**src/rtl/req_queue_stage.sv**
```systemverilog
// rtl/req_queue_stage.sv - per-requester FIFOs feeding a round-robin arbiter, granted words popped onto one registered channel
module req_queue_stage #(
    parameter int DATA_W = 8,
    parameter int DEPTH  = 4,
    parameter int AW     = 2
) (
    input  logic                clk,
    input  logic                rst,
    input  logic [3:0]          in_valid,
    input  logic [4*DATA_W-1:0] in_data,
    output logic [3:0]          in_ready,
    output logic [3:0]          REQ,
    input  logic [3:0]          GNT,
    output logic                out_valid,
    output logic [DATA_W-1:0]   out_data,
    output logic [1:0]          out_src,
    output logic                stale_gnt,
    output logic                gnt_err
);
    localparam int N = 4;
    localparam logic [AW:0] FULL_CNT = (AW+1)'(DEPTH);

    logic [DATA_W-1:0] mem [N][DEPTH];
    logic [AW-1:0]     wptr [N];
    logic [AW-1:0]     rptr [N];
    logic [AW:0]       count [N];
    logic [N-1:0]      full, empty, push, pop;
    logic              gnt_onehot, gnt_multi;
    logic [1:0]        pop_src;

    always_comb begin
        full       = '0;
        empty      = '0;
        pop_src    = 2'd0;
        gnt_multi  = (GNT & (GNT - 4'd1)) != 4'd0;
        gnt_onehot = (GNT != 4'd0) && !gnt_multi;
        for (int i = 0; i < N; i++) begin
            full[i]  = (count[i] == FULL_CNT);
            empty[i] = (count[i] == '0);
            if (GNT[i]) pop_src = 2'(i);
        end
        // in_ready is held low for the whole reset window, not just until the first edge
        in_ready = rst ? 4'b0000 : ~full;
        push     = in_valid & in_ready;
        pop      = GNT & ~empty & {N{gnt_onehot}};
        REQ      = ~empty;
    end

    always_ff @(posedge clk or posedge rst) begin
        if (rst) begin
            for (int i = 0; i < N; i++) begin
                wptr[i]  <= '0;
                rptr[i]  <= '0;
                count[i] <= '0;
            end
        end else begin
            for (int i = 0; i < N; i++) begin
                if (push[i]) wptr[i] <= wptr[i] + 1'b1;
                if (pop[i])  rptr[i] <= rptr[i] + 1'b1;
                if (push[i] && !pop[i])      count[i] <= count[i] + 1'b1;
                else if (pop[i] && !push[i]) count[i] <= count[i] - 1'b1;
            end
        end
    end

    // Storage carries no reset: occupancy alone decides what is valid.
    always_ff @(posedge clk) begin
        for (int i = 0; i < N; i++) begin
            if (push[i]) mem[i][wptr[i]] <= in_data[i*DATA_W +: DATA_W];
        end
    end

    always_ff @(posedge clk or posedge rst) begin
        if (rst) begin
            out_valid <= 1'b0;
            out_data  <= '0;
            out_src   <= 2'd0;
            stale_gnt <= 1'b0;
            gnt_err   <= 1'b0;
        end else begin
            out_valid <= |pop;
            if (|pop) begin
                out_data <= mem[pop_src][rptr[pop_src]];
                out_src  <= pop_src;
            end
            stale_gnt <= gnt_onehot && |(GNT & empty);
            if (gnt_multi) gnt_err <= 1'b1;
        end
    end
endmodule

```
**config.mk**
```make
export PLATFORM = sky130hd
export DESIGN_NAME = req_queue_stage
export DESIGN_NICKNAME = d
export VERILOG_FILES = /design/src/rtl/req_queue_stage.sv
export SDC_FILE = /design/constraint.sdc
export NUM_CORES = 1
export LEC_CHECK = 0
export BUFFER_PORTS_ARGS = -buffer_cell sky130_fd_sc_hd__buf_4
export CAP_MARGIN = 10
export CORE_MARGIN = 3
export CORE_UTILIZATION = 45
export DETAILED_ROUTE_END_ITERATION = 10
export PLACE_DENSITY = 0.65
export SYNTH_ARGS = -nofsm -noshare
export SYNTH_HDL_FRONTEND = slang
export SYNTH_SLANG_ARGS = --single-unit
export TNS_END_PERCENT = 5
```
**constraint.sdc**
```tcl
create_clock -name clk -period 2.45 [get_ports clk]
set_clock_uncertainty 0.05 [all_clocks]
set_input_delay 0.245 -clock clk [delete_from_list [all_inputs] [get_ports clk]]
set_output_delay 0.245 -clock clk [all_outputs]
set_load 0.05 [all_outputs]
```
# After elaboration in Yosys (flattened, before gate mapping)
# Memory sizes are Yosys's and may differ from the RTL's.
# Cells that the tools add are included.
# classes
n_eq_ne	4
n_mul	0
shift	0
n_addsub	17
bitwise	13
mux	34
n_reduce_logical	35
div_mod_pow	0
n_lt_le_gt_ge	10
# ops
cell	n
2-to-1 mux 32 bit	4
demux 8 bit (select 2 bit)	4
2-to-1 mux 8 bit	6
2-to-1 mux 3 bit	8
AND 4 bit	5
greater-or-equal comparator 3 bit, second input constant	6
NOT 2 -> 3 bit	6
adder 2 x 1 -> 2 bit, second input constant	8
binary-select mux 8 bit (select 2 bit)	1
logical AND 1 bit	14
adder 3 x 1 -> 3 bit, second input constant	4
== test 3 bit, second input constant	4
zero test 3 bit	4
less-than comparator 3 x 1 -> 1 bit, second input constant	4
subtractor 3 x 1 -> 3 bit, second input constant	4
zero test 1 bit	9
2-to-1 mux 2 bit	4
NOT 4 bit	2
nonzero test 2 bit	4
nonzero test 4 bit	2
OR reduction 4 bit	2
2-to-1 mux 1 bit	5
binary-select mux 2 bit (select 2 bit)	1
2-to-1 mux 4 bit	1
subtractor 4 x 1 -> 4 bit, second input constant	1
# word_totals
ram_bits	128
output_inout_bits	21
mem_bits_ro	0
register_bits	41
elab_cells	131
n_memories	1
latch_bits	0
# mem_list
name	words	word_bits	read_ports	rd_clocked_by_memory_dff	wr	line	rtl
mem	4	32	1	0	4	23	logic [DATA_W-1:0] mem [N][DEPTH];

# Logic depth before layout (Yosys ltp)
# logic_depth
word_depth	11
depth_mapped	12
mapped_depth_nobuf	10

# Worst setup path after synthesis
# Ideal clock, no wire load.
# synth_timing
path_kind	register to register
startpoint	register count[3] in the netlist's numbering
endpoint	register count[5] in the netlist's numbering
required_ns	2.321
setup_ns	0.079
slack_ns	-0.385
n_path_buf	0
arrival_ns	2.706
period_less_slack_ns	2.835
stages_incl_launch_ff	10
path_cell_list	dfrtp_1 nor2_1 a21oi_1 and2_0 ha_1 inv_1 fa_1 xor2_1 nor2_1 xor2_1
# synth_between
elab_chain_len	7
# synth_rtl
item	line	rtl
from (decl)	26	logic [AW:0] count [N];
from (signal, indexed assignment)	60	if (push[i] && !pop[i]) count[i] <= count[i] + 1'b1;
from (signal, indexed assignment)	61	else if (pop[i] && !push[i]) count[i] <= count[i] - 1'b1;
== test 3 bit *	38	full[i] = (count[i] == FULL_CNT);
NOT 4 bit *	43	in_ready = rst ? 4'b0000 : ~full;
2-to-1 mux 4 bit *	43	
net in_ready[2]	11	output logic [3:0] in_ready,
AND 4 bit *	44	push = in_valid & in_ready;
net push[2]	27	logic [N-1:0] full, empty, push, pop;
zero test 1 bit	61	
logical AND 1 bit	61	
nonzero test 2 bit (no source line)	-	
# Mark *: on every way through the listed nets, which the timed path passes. The rest lies on a longest branch. The select of a mux whose other input is x is not followed.
# A chain may end at the register's enable or synchronous reset.

# Final worst setup path
# layout_timing
startpoint	register count[10] in the netlist's numbering
endpoint	register count[11] in the netlist's numbering
# layout_between
elab_chain_len	7
# layout_rtl
item	line
== test 3 bit or zero test 3 bit (tied branches)	38, 39
NOT 4 bit (on tied branches)	43, 45
2-to-1 mux 4 bit or AND 4 bit (tied branches)	43, 45
AND 4 bit (on tied branches)	44, 45
zero test 1 bit (on tied branches)	61, 60
logical AND 1 bit (on tied branches)	61, 60
nonzero test 2 bit (no source line) or 2-to-1 mux 3 bit (tied branches)	-
# Parallel ways exist; a longest one is shown, timed or not. The select of a mux whose other input is x is not followed.

==> results.yml <==
drt:
  drtIter0Drc: 396
  viasPerCell: 5.40
  dr.pass1.iters: 6
  drc_errors: 0
  vias: 4250
  wirelength_um: 16400
  wl_per_cell_um: 20.8
  ant_nets: 0
finish:
  final_cell_area_sq_um: 8970
  fillers: 1221
  drive_above_1_share_pct: 30.7
  synthToLayoutAreaGrowth_pct: 24.7
  nets: 629
  num_antenna_cells: 0
setup_path:
  critPathMostFrequentCell: "xor2_1"
  critPathSlowestCell: "dfrtp_2"
  cp_max_fo: 4
  crit_path_start: "count[10]"
  crit_family: "simple AND/OR/NAND/NOR gates"
  path_class: "reg -> reg"
  cp_data_arrival_time_ns: 2.59
  critPathRequiredTime_ns: 2.76
  crit_chain: "or3_4 -> and2_4 -> nand2_2 -> ha_2 -> inv_1 -> fa_1 -> xor2_1 -> nor2_1 -> xor2_1"
  critical_path.endpoint_type: "flop"
  critPathBufInv: 1
  worstReg2RegStart: "count[10]"
  crit_path_start_kind: "flop"
  critPathMaxStageDelay_ns: 0.43
timing:
  tightest_slew_ns: 0.566
  max_freq_mhz: 438
  slew_headroom_pct: 62.3
  hold_viol_final: 0
  fin_crit_sh_pct: 93.1
  grt_setup_unrepaired: "no"
  period_needed_ns: 2.28
  finalSetupViolations: 0
  finalMaxSlewViolations: 0
job:
  max_cap_violations: 0
run_status:
  status: "completed"
clock_tree:
  cts_root_buf: "clkbuf_16"
  cts-buffers-inserted: 17
  clock_latency_ns: 0.43
  clk_pin_slew_ns: 0.06
  post-cts-setup-buffers: 0
  cts_tree: "done"
  cts_sinks: 169
  cts_buffer_depth: 2
  htreeDepth: 4
pwr:
  net-switching-power_mw: 2.90
  seqPwrFrac_pct: 43.6
  cellLeakagePower_nw: 3.44
  pwr-share-clk_pct: 29.9
  pwr-share-comb_pct: 26.6
  intPower_mw: 6.31
  peakVddDrop_uv: 767
  swShare_pct: 31.5
  total_power_mw: 9.21
  power_density_nw_per_um2: 1030
logic_synthesis:
  synth_seq_area_share_pct: 67.7
  synth_edf_count: 128
  synth_top_flop_cell: "edfxtp_1"
  yosysTopAreaCellShare_pct: 53.4
  yosysWarnings: 0
  synth.area.top_cells: "edfxtp_1 (53%), dfrtp_1 (14%), mux2_2 (7.5%)"
  synth_area_per_cell_sq_um: 16.0
  async_flop_share_pct: 24.3
  synthesis.area_sq_um: 7200
  synthCells: 450
  synth-seq-cells: 169
  synth_top_area_cell: "edfxtp_1"
  ys_types: 42
  synth_fp_nets: 516
global_routing:
  grt_overflow_total: 0
  grt_usage_pct: 19.4
  antenna_found_initial: 0
  grt_pass1_wl_um: 25200
  grt_max_degree: 40
  grt_pass1_vias: 4604
floorplan:
  die_y_um: 132
  core-area_sq_um: 15400
  io-pin-count: 63
  die_w_um: 132
  row_count: 45
  initial_core_util_pct: 46.6
  die-area_sq_um: 17500
placed_design:
  io_buffer_count: 62
  placed_area_sq_um: 8010
  gp_congestion: 0.878
  place_hpwl_um: 11100
hold_path:
  hold_class: "in -> reg"
  min_from: "GNT[3]"
[cell usage in the layout, fill, tap and decap left out, types with 16 or more instances in the layout]
master         count
mux2_2            48
edfxtp_1         128
clkbuf_16         17
dfrtp_1           39
inv_1             19
and3_1            16
ha_1              19
dlygate4sd3_1     33
mux2i_1           19
buf_4             81
xnor2_1           16
a222oi_1          24
[through the flow]
step	setup TNS (ns)	instances	setup slack, ns	hold WS [ns]	utilization (%)
6_report	0	787	0.169	0.188	58.2
2_1_floorplan	-0.691	450	-0.348	0.294	-
3_5_place_dp	0	722	0.0951	0.179	51.9
4_1_cts	0	787	0.0720	0.181	58.0
5_1_grt	0	787	0.00178	0.229	58.2
3_3_place_gp	0	722	0.129	0.167	51.9
[power by group through the flow]
stage | clock network [mW] | logic (mW) | registers [mW]
floorplan | 0 | 1.39 | 4.26
global placement | 0 | 2.34 | 4.03
detailed placement | 0 | 2.42 | 4.06
CTS | 2.79 | 2.47 | 4.01
global route | 2.92 | 2.69 | 4.09
finish | 2.75 | 2.45 | 4.01
[cell families (layout without fill, tap and decap cells)]
group                    after synthesis  count (layout)  share of synthesized area, %
AO/OA/AOI/OAI                         52              52                          6.40
flip-flops                           169             169                          67.7
XOR/XNOR                              25              25                          3.04
adder cells (fa/ha/maj)               24              24                          4.59
multiplexers                          72              72                          10.9
buffers and inverters                 42             168                          2.47
AND/OR/NAND/NOR                       66              66                          4.89
[final cells by class]
| class | count | area [sq um] | area share, % |
|---|---|---|---|
| Timing Repair Buffer | 115 | 958 | 10.7 |
| Tap cell | 211 | 264 | 2.94 |
| Inverter | 21 | 78.8 | 0.879 |
| Sequential cell | 169 | 4870 | 54.3 |
| Multi-Input combinational cell | 239 | 2190 | 24.4 |
| Clock buffer | 17 | 425 | 4.74 |
| Clock inverter | 15 | 186 | 2.08 |
[flip-flops by register name, indices dropped and copies added (netlist names)]
signal / flops
gnt_err: 1
count: 12
out_src: 2
out_valid: 1
mem: 128
rptr: 8
stale_gnt: 1
out_data: 8
wptr: 8
[worst reg2reg max path: stages, from the launching register on]
cell and delay (ns):
dfrtp_2 0.43, or3_4 0.41, and2_4 0.18, nand2_2 0.09, ha_2 0.20, inv_1 0.05
fa_1 0.37, xor2_1 0.15, nor2_1 0.13, xor2_1 0.15
[per-layer routing]
metal	routed length [um]	vias to the layer above	global-route usage [%]
li1	-	1957	-
met1	7030	2141	24.1
met2	8280	129	32.6
met3	696	23	5.21
met4	355	0	7.39
met5	0	-	0
[Yosys cell counts (all sizes together) (2+ instances only)]
| cell | number |
|---|---|
| mux2i | 19 |
| and3 | 16 |
| nand2b | 9 |
| xor2 | 9 |
| edfxtp | 128 |
| dfrtp | 41 |
| buf | 7 |
| xnor2 | 16 |
| inv | 21 |
| or3 | 2 |
| o221ai | 9 |
| mux2 | 53 |
| clkbuf | 14 |
| nor3 | 3 |
| nand2 | 9 |
| and2 | 6 |
| nor2 | 13 |
| ha | 20 |
| o21ai | 6 |
| a21oi | 5 |
| nand3 | 3 |
| fa | 4 |
| a222oi | 24 |
[timing repair]
action	in CTS	in global routing
endpoints found under the setup margin	0	4
endpoints found under the hold margin	135	0
hold buffers	33	0
resized for setup	0	8
[path summary, 6_finish.rpt]
| kind | endpoint | slack [ns] | cells past startpoint |
|---|---|---|---|
| worst max-delay path | count[11] | 0.17 | 9 |
| worst min-delay path | out_src[0] | 0.19 | 4 |
| worst max register to register | count[11] | 0.17 | 9 |
| worst min register to register | rptr[5] | 0.43 | 1 |
| max in group asynchronous | count[10] | 1.32 | 4 |
| min in group asynchronous | count[6] | 0.27 | 3 |
No activity file was read; power rests on OpenSTA's default activity.
